===== src/rtl/iob_clint_pkg.sv =====
// rtl/iob_clint_pkg.sv - shared constants and helpers for the iob_clint core-local interruptor
//
// Purpose: default widths, register address map and reset constants, plus the
// byte-strobe merge helper used for every 32-bit register half.
// Ports: none (package).

package iob_clint_pkg;

    localparam int ADDR_W_DEF  = 16;
    localparam int DATA_W_DEF  = 32;
    localparam int N_CORES_DEF = 1;

    // Byte offsets of the register banks.
    localparam logic [15:0] MSIP_BASE     = 16'h0000;
    localparam logic [15:0] MTIMECMP_BASE = 16'h4000;
    localparam logic [15:0] MTIME_BASE    = 16'hBFF8;

    // Compare value that can never be reached by a freshly reset mtime.
    localparam logic [63:0] MTIMECMP_RST = 64'hFFFF_FFFF_FFFF_FFFF;

    // Replace only the strobed bytes of a 32-bit word.
    function automatic logic [31:0] strb_merge(input logic [31:0] old_word,
                                               input logic [31:0] new_word,
                                               input logic [3:0]  strb);
        logic [31:0] res;
        res = old_word;
        for (int b = 0; b < 4; b++) begin
            if (strb[b]) begin
                res[8*b +: 8] = new_word[8*b +: 8];
            end
        end
        return res;
    endfunction

endpackage


===== src/rtl/iob_clint_if.sv =====
// rtl/iob_clint_if.sv - IOb native bus bundle for the iob_clint register port
//
// Purpose: groups the IOb request/response signals.
// Signals: iob_avalid, iob_addr, iob_wdata, iob_wstrb (master -> slave);
//          iob_rvalid, iob_rdata, iob_ready (slave -> master).

interface iob_clint_if
    import iob_clint_pkg::*;
#(
    parameter int ADDR_W = ADDR_W_DEF,
    parameter int DATA_W = DATA_W_DEF
);

    logic                  iob_avalid;
    logic [ADDR_W-1:0]     iob_addr;
    logic [DATA_W-1:0]     iob_wdata;
    logic [DATA_W/8-1:0]   iob_wstrb;
    logic                  iob_rvalid;
    logic [DATA_W-1:0]     iob_rdata;
    logic                  iob_ready;

    modport master (
        output iob_avalid, iob_addr, iob_wdata, iob_wstrb,
        input  iob_rvalid, iob_rdata, iob_ready
    );

    modport slave (
        input  iob_avalid, iob_addr, iob_wdata, iob_wstrb,
        output iob_rvalid, iob_rdata, iob_ready
    );

endinterface


===== src/rtl/iob_clint_rtc_tick.sv =====
// rtl/iob_clint_rtc_tick.sv - rtc synchronizer and rising-edge detector
//
// Purpose: brings the slow asynchronous rtc into the clk_i domain and emits a
// single-cycle tick per rtc rising edge.
// Ports: clk_i, arst_n_i (async active-low), rtc (async input), tick (one clk_i cycle).

module iob_clint_rtc_tick (
    input  logic clk_i,
    input  logic arst_n_i,
    input  logic rtc,
    output logic tick
);

    logic [1:0] sync;
    logic       prev;

    always_ff @(posedge clk_i or negedge arst_n_i) begin
        if (!arst_n_i) begin
            sync <= 2'b00;
            prev <= 1'b0;
        end else begin
            sync <= {sync[0], rtc};
            prev <= sync[1];
        end
    end

    // Tick is high in the single cycle where the synchronized level has just risen.
    assign tick = sync[1] & ~prev;

endmodule


===== src/rtl/iob_clint.sv =====
// rtl/iob_clint.sv - RISC-V core-local interruptor on the IOb native bus
//
// Purpose: 64-bit mtime advanced by rtc ticks, per-core mtimecmp driving mtip,
// per-core software interrupt bits driving msip.
// Ports: clk_i, arst_n_i (async active-low), rtc (async real-time clock),
//        iob (IOb slave bundle), mtip[N_CORES-1:0], msip[N_CORES-1:0].
// Register halves are 32 bits wide, so DATA_W is expected to be 32.

module iob_clint
    import iob_clint_pkg::*;
#(
    parameter int ADDR_W  = ADDR_W_DEF,
    parameter int DATA_W  = DATA_W_DEF,
    parameter int N_CORES = N_CORES_DEF
) (
    input  logic               clk_i,
    input  logic               arst_n_i,
    input  logic               rtc,
    iob_clint_if.slave         iob,
    output logic [N_CORES-1:0] mtip,
    output logic [N_CORES-1:0] msip
);

    logic              tick;
    logic              wr;
    logic              rd;
    logic [ADDR_W-1:0] waddr;

    logic              hit_time_lo;
    logic              hit_time_hi;
    logic [N_CORES-1:0] hit_msip;
    logic [N_CORES-1:0] hit_cmp_lo;
    logic [N_CORES-1:0] hit_cmp_hi;

    logic [63:0]       mtime;
    logic [63:0]       mtime_inc;
    logic [63:0]       mtime_nxt;
    logic [63:0]       mtimecmp [N_CORES];

    logic [DATA_W-1:0] rd_word;
    logic              rvalid_q;
    logic [DATA_W-1:0] rdata_q;

    iob_clint_rtc_tick u_rtc_tick (
        .clk_i    (clk_i),
        .arst_n_i (arst_n_i),
        .rtc      (rtc),
        .tick     (tick)
    );

    assign iob.iob_ready  = 1'b1;
    assign iob.iob_rvalid = rvalid_q;
    assign iob.iob_rdata  = rdata_q;

    assign wr = iob.iob_avalid & (|iob.iob_wstrb);
    assign rd = iob.iob_avalid & ~(|iob.iob_wstrb);

    // Byte lanes within a word are ignored for decode.
    assign waddr = iob.iob_addr & ~ADDR_W'(3);

    always_comb begin
        hit_time_lo = (waddr == ADDR_W'(MTIME_BASE));
        hit_time_hi = (waddr == ADDR_W'(MTIME_BASE) + ADDR_W'(4));
        hit_msip    = '0;
        hit_cmp_lo  = '0;
        hit_cmp_hi  = '0;
        for (int h = 0; h < N_CORES; h++) begin
            hit_msip[h]   = (waddr == ADDR_W'(MSIP_BASE) + ADDR_W'(4 * h));
            hit_cmp_lo[h] = (waddr == ADDR_W'(MTIMECMP_BASE) + ADDR_W'(8 * h));
            hit_cmp_hi[h] = (waddr == ADDR_W'(MTIMECMP_BASE) + ADDR_W'(8 * h + 4));
        end
    end

    // A bus write to one mtime half overrides that half only; the other half
    // keeps the ticked value, so the carry comes from the pre-write mtime.
    assign mtime_inc = mtime + 64'(tick);

    always_comb begin
        mtime_nxt = mtime_inc;
        if (wr && hit_time_lo) begin
            mtime_nxt[31:0] = strb_merge(mtime[31:0], iob.iob_wdata, iob.iob_wstrb);
        end
        if (wr && hit_time_hi) begin
            mtime_nxt[63:32] = strb_merge(mtime[63:32], iob.iob_wdata, iob.iob_wstrb);
        end
    end

    always_comb begin
        rd_word = '0;
        if (hit_time_lo) begin
            rd_word = mtime[31:0];
        end
        if (hit_time_hi) begin
            rd_word = mtime[63:32];
        end
        for (int h = 0; h < N_CORES; h++) begin
            if (hit_msip[h]) begin
                rd_word = {{(DATA_W-1){1'b0}}, msip[h]};
            end
            if (hit_cmp_lo[h]) begin
                rd_word = mtimecmp[h][31:0];
            end
            if (hit_cmp_hi[h]) begin
                rd_word = mtimecmp[h][63:32];
            end
        end
    end

    always_ff @(posedge clk_i or negedge arst_n_i) begin
        if (!arst_n_i) begin
            mtime    <= '0;
            msip     <= '0;
            mtip     <= '0;
            rvalid_q <= 1'b0;
            rdata_q  <= '0;
            for (int h = 0; h < N_CORES; h++) begin
                mtimecmp[h] <= MTIMECMP_RST;
            end
        end else begin
            mtime    <= mtime_nxt;
            rvalid_q <= rd;
            if (rd) begin
                rdata_q <= rd_word;
            end
            for (int h = 0; h < N_CORES; h++) begin
                if (wr && hit_cmp_lo[h]) begin
                    mtimecmp[h][31:0] <= strb_merge(mtimecmp[h][31:0], iob.iob_wdata, iob.iob_wstrb);
                end
                if (wr && hit_cmp_hi[h]) begin
                    mtimecmp[h][63:32] <= strb_merge(mtimecmp[h][63:32], iob.iob_wdata, iob.iob_wstrb);
                end
                if (wr && hit_msip[h] && iob.iob_wstrb[0]) begin
                    msip[h] <= iob.iob_wdata[0];
                end
                // Compares the current registered values, so mtip trails a
                // register change by one cycle.
                mtip[h] <= (mtime >= mtimecmp[h]);
            end
        end
    end

endmodule


===== src/flat_wrapper.sv =====
// flat-port wrapper written by rule: the top's interface ports become plain ports
module iob_clint_flat import iob_clint_pkg::*;
#(
    parameter int ADDR_W  = ADDR_W_DEF,
    parameter int DATA_W  = DATA_W_DEF,
    parameter int N_CORES = N_CORES_DEF
)
  (clk_i, arst_n_i, rtc, mtip, msip, iob_iob_avalid, iob_iob_addr, iob_iob_wdata, iob_iob_wstrb, iob_iob_rvalid, iob_iob_rdata, iob_iob_ready);
  iob_clint_if #(.ADDR_W(ADDR_W), .DATA_W(DATA_W)) iob_i ();
  input  logic clk_i;
  input  logic arst_n_i;
  input  logic rtc;
  output logic [N_CORES-1:0] mtip;
  output logic [N_CORES-1:0] msip;
  input wire logic [$bits(iob_i.iob_avalid)-1:0] iob_iob_avalid;
  input wire logic [$bits(iob_i.iob_addr)-1:0] iob_iob_addr;
  input wire logic [$bits(iob_i.iob_wdata)-1:0] iob_iob_wdata;
  input wire logic [$bits(iob_i.iob_wstrb)-1:0] iob_iob_wstrb;
  output wire logic [$bits(iob_i.iob_rvalid)-1:0] iob_iob_rvalid;
  output wire logic [$bits(iob_i.iob_rdata)-1:0] iob_iob_rdata;
  output wire logic [$bits(iob_i.iob_ready)-1:0] iob_iob_ready;
  assign iob_i.iob_avalid = iob_iob_avalid;
  assign iob_i.iob_addr = iob_iob_addr;
  assign iob_i.iob_wdata = iob_iob_wdata;
  assign iob_i.iob_wstrb = iob_iob_wstrb;
  assign iob_iob_rvalid = iob_i.iob_rvalid;
  assign iob_iob_rdata = iob_i.iob_rdata;
  assign iob_iob_ready = iob_i.iob_ready;
  iob_clint #(.ADDR_W(ADDR_W), .DATA_W(DATA_W), .N_CORES(N_CORES)) u_core (.clk_i(clk_i), .arst_n_i(arst_n_i), .rtc(rtc), .iob(iob_i), .mtip(mtip), .msip(msip));
endmodule

===== config.mk =====
export PLATFORM = sky130hd
export DESIGN_NAME = iob_clint_flat
export DESIGN_NICKNAME = d
export VERILOG_FILES = /design/src/rtl/iob_clint_pkg.sv /design/src/rtl/iob_clint_if.sv /design/src/rtl/iob_clint_rtc_tick.sv /design/src/rtl/iob_clint.sv /design/src/flat_wrapper.sv
export SDC_FILE = /design/constraint.sdc
export NUM_CORES = 1
export LEC_CHECK = 0
export BUFFER_PORTS_ARGS = -buffer_cell sky130_fd_sc_hd__clkbuf_2
export CORE_MARGIN = 2
export CORE_UTILIZATION = 46
export CTS_CLUSTER_DIAMETER = 80
export DETAILED_ROUTE_END_ITERATION = 10
export GPL_TIMING_DRIVEN = 0
export MAX_ROUTING_LAYER = met4
export PLACE_DENSITY_LB_ADDON = 0.12
export SYNTH_ARGS = -nofsm -noshare
export SYNTH_HDL_FRONTEND = slang
export SYNTH_HIERARCHICAL = 1
export SYNTH_SLANG_ARGS = --single-unit
export TNS_END_PERCENT = 50

===== constraint.sdc =====
create_clock -name clk_i -period 5.7 [get_ports clk_i]
set_clock_uncertainty 0.1 [all_clocks]
set_input_delay 0.285 -clock clk_i [delete_from_list [all_inputs] [get_ports clk_i]]
set_output_delay 0.285 -clock clk_i [all_outputs]
set_load 0.005 [all_outputs]

==> results.toml <==
[outcome]
run_status = "completed"

[layout]
layout.core_utilization_pct = 53.90
mostFrequentLayoutCells = "a21oi_1 (162), dfrtp_1 (102), nor2_1 (90), clkbuf_2 (87), nand2_1 (79)"
synthToLayoutAreaGrowth_pct = 14.45
finalNetCount = 1366
layout-drive-gt1-share_pct = 22.51
antenna-diode-count = 0
postLayoutCellArea_um2 = 11840
fillers = 2049
mostFrequentLayoutCell = "a21oi_1"

[placed_design]
place.gp.congestion = 0.9644
final_hpwl_from_detailed_placement_mm = 25.49
detailed_place.area_um2 = 11160
portBuffers = 87
preCtsSetupSlack_ns = 1.835

[timing]
post-route-worst-setup-slack_ns = 1.600
maxClockFrequency_mhz = 243.9
slew_viol_final = 0
setup_violations = 0
timing.slew.headroom_pct = 5.878
setup_total_negative_slack_ns = 0
layout_worst_path_cycle_share_pct = 71.92
grt_setup_unrepaired = "false"
hold_viol_final = 0
post-route-min-period_ns = 4.100
max_slew.worst_pin.slew_ns = 1.401

[floorplan]
rows = 54
die_h_um = 153.9
chipWidth_um = 153.9
pin_count = 92
floorplan.initialDensity_pct = 47.10
core_region_area_um2 = 21960
full_die_area_um2 = 23700

[global_route]
first_global_vias = 9400
grt_antenna_before_repair = 0
grt_max_degree = 89
gr-total-overflow = 0
track_usage_pct = 31.11
wire_length_of_the_first_global_routing_pass_mm = 54.79

[run]
maxCapViolCount = 0

[logic_synthesis]
ys_seq_area_share_pct = 40.94
syn_nets = 1257
ys.flop_type = "dfrtp_1"
synth.cell_area_um2 = 10340
synth_edf_count = 0
async_flop_share_pct = 100.0
synth.top_cells.by_area = "dfrtp_1 (25%), dfstp_2 (16%), ha_1 (8.0%), a21oi_1 (7.8%), mux2_2 (7.2%)"
synth_top_area_share_pct = 24.68
synth-seq-cells = 166
synth.lib_cells_used.distinct = 71
synth.avg_cell_area_um2 = 9.112
synth_top_cell_by_area = "dfrtp_1"
synth_warnings = 6
postSynthCellCount = 1135

[clocking]
clockBufferDepth = 2
cts.htree.levels = 4
clkLatencyLatePin_ns = 0.44
post_cts_resized = 0
clk_transition_reported_paths_ns = 0.07
tritoncts = "done"
clock-root-buffer = "clkbuf_16"
numCtsBuffers = 17
numClockSinks = 166
post-cts-setup-buffers = 0

[drt]
routed_wire_length_per_instance_um = 22.69
postRouteWirelength_mm = 34.87
ant_nets = 0
drc = 0
via_per_inst = 6.293
detailroute.via_count = 9673
dr.first_iter.drc_count = 866
drt-pass1-iter-count = 5

[critical_path]
critical_path_required_ns = 5.92
highest_net_fanout_along_the_worst_path = 9
critical_path_arrival_ns = 4.32
start_kind = "register"
crit_path_end_kind = "register"
reg2reg_depth = 9
timing.setup.critical_path_class = "reg2reg"

[power_and_ir_drop]
total_power_mw = 3.014
vdd_ir_drop_max_mv = 0.2086
total_leakage_power_nw = 4.847
power_density_nw_per_um2 = 254.6

[hold_path]
min_delay_path_depth = 2
holdCritPathClass = "in2reg"
## cell type report
class | count | area [um2] | share of cell area (%)
plain buffers | 49 | 219.0 | 1.850
inverters | 77 | 289.0 | 2.442
multi-input cells | 843 | 5607 | 47.37
well taps | 280 | 350.3 | 2.960
repair buffers | 90 | 491.7 | 4.154
flip-flops and latches | 166 | 4234 | 35.77
clock inverters | 13 | 192.7 | 1.628
clock buffers | 19 | 452.9 | 3.827
## worst max-delay path, stage by stage, from the launching register on
cell	delay [ns]
dfrtp_1	0.40
nor2b_4	0.10
ha_1	0.19
nand3_1	0.28
nor3_1	1.10
and2_1	0.24
clkbuf_1	0.47
and2_1	0.47
nand2_1	0.27
o221a_2	0.35
## power breakdown
group | total, mW | switching, mW | leakage [nW] | internal, mW
clock | 1.28 | 0.519 | 0.311 | 0.764
sequential | 1.35 | 0.0871 | 1.86 | 1.27
combinational | 0.377 | 0.211 | 2.68 | 0.165
total | 3.01 | 0.817 | 4.85 | 2.20
## cells in the mapped netlist, drive strengths merged (5+ instances only)
cell,number
buf,10
nor4,11
and2,8
nand2,79
o21bai,5
o22ai,39
nor3,26
o221a,12
dfstp,64
nand4,26
ha,66
nand2b,11
and4,8
clkbuf,39
nor2,90
o21ai,43
o21a,5
dfrtp,102
o32ai,10
a211oi,15
o211ai,9
a21o,10
inv,77
mux2i,5
or4,6
nand3,44
mux2,66
a21oi,162
o311ai,7
a31oi,10
and3,20
## sequential cells by signal, indices dropped and copies added (netlist names)
| name | count |
|---|---|
| u_core/u_rtc_tick/prev | 1 |
| u_core/mtimecmp | 64 |
| u_core/mtime | 64 |
| u_core/iob.iob_rvalid | 1 |
| u_core/msip | 1 |
| u_core/u_rtc_tick/sync | 2 |
| u_core/iob.iob_rdata | 32 |
| u_core/mtip | 1 |
## per-stage QoR
step                      instances  hold WS [ns]
after global placement         1502        0.2320
after global routing           1537       0.05356
after CTS                      1537       0.03636
final                          1537       0.04865
after floorplan                1135       -0.1106
after detailed placement       1503        0.2393
## kinds of logic (layout without fill, tap and decap cells)
| family | after synthesis | count (layout) | synth area share, % |
|---|---|---|---|
| adders and majority gates | 66 | 66 | 7.984 |
| AOI/OAI and AO/OA | 356 | 356 | 21.33 |
| other | 1 | 1 | 0.03626 |
| and+or+nand+nor | 346 | 346 | 16.88 |
| buffers and inverters | 126 | 248 | 4.912 |
| xor gates and xnor gates | 3 | 3 | 0.2541 |
| DFF | 166 | 166 | 40.94 |
| muxes | 71 | 71 | 7.670 |
## timing repair
item,CTS,global route
hold endpoints to repair,51,0
setup endpoints to repair,0,0
hold buffers,2,0
## final timing paths
check	from	to	slack (ns)
worst max-delay path	u_core/u_rtc_tick/prev$_DFF_PN0_	u_core/mtime[39]$_DFFE_PN0P_	1.60
worst min-delay path	iob_iob_wdata[1]	u_core/mtimecmp[1]$_DFFE_PN1P_	0.05
worst max register to register	u_core/u_rtc_tick/prev$_DFF_PN0_	u_core/mtime[39]$_DFFE_PN0P_	1.60
worst min register to register	u_core/u_rtc_tick/sync[0]$_DFF_PN0_	u_core/u_rtc_tick/sync[1]$_DFF_PN0_	0.25
max in group asynchronous	arst_n_i	u_core/mtimecmp[14]$_DFFE_PN1P_	4.28
min in group asynchronous	arst_n_i	u_core/iob.iob_rdata[31]$_DFFE_PN0P_	0.33
## layer usage
| layer | track usage [%] | routed length [um] |
|---|---|---|
| met1 | 42.48 | 15550 |
| met4 | 11.75 | 1087 |
| met3 | 4.200 | 2309 |
| met2 | 47.32 | 15920 |
| met5 | - | 0 |
Power figures use the tool's default switching activity.
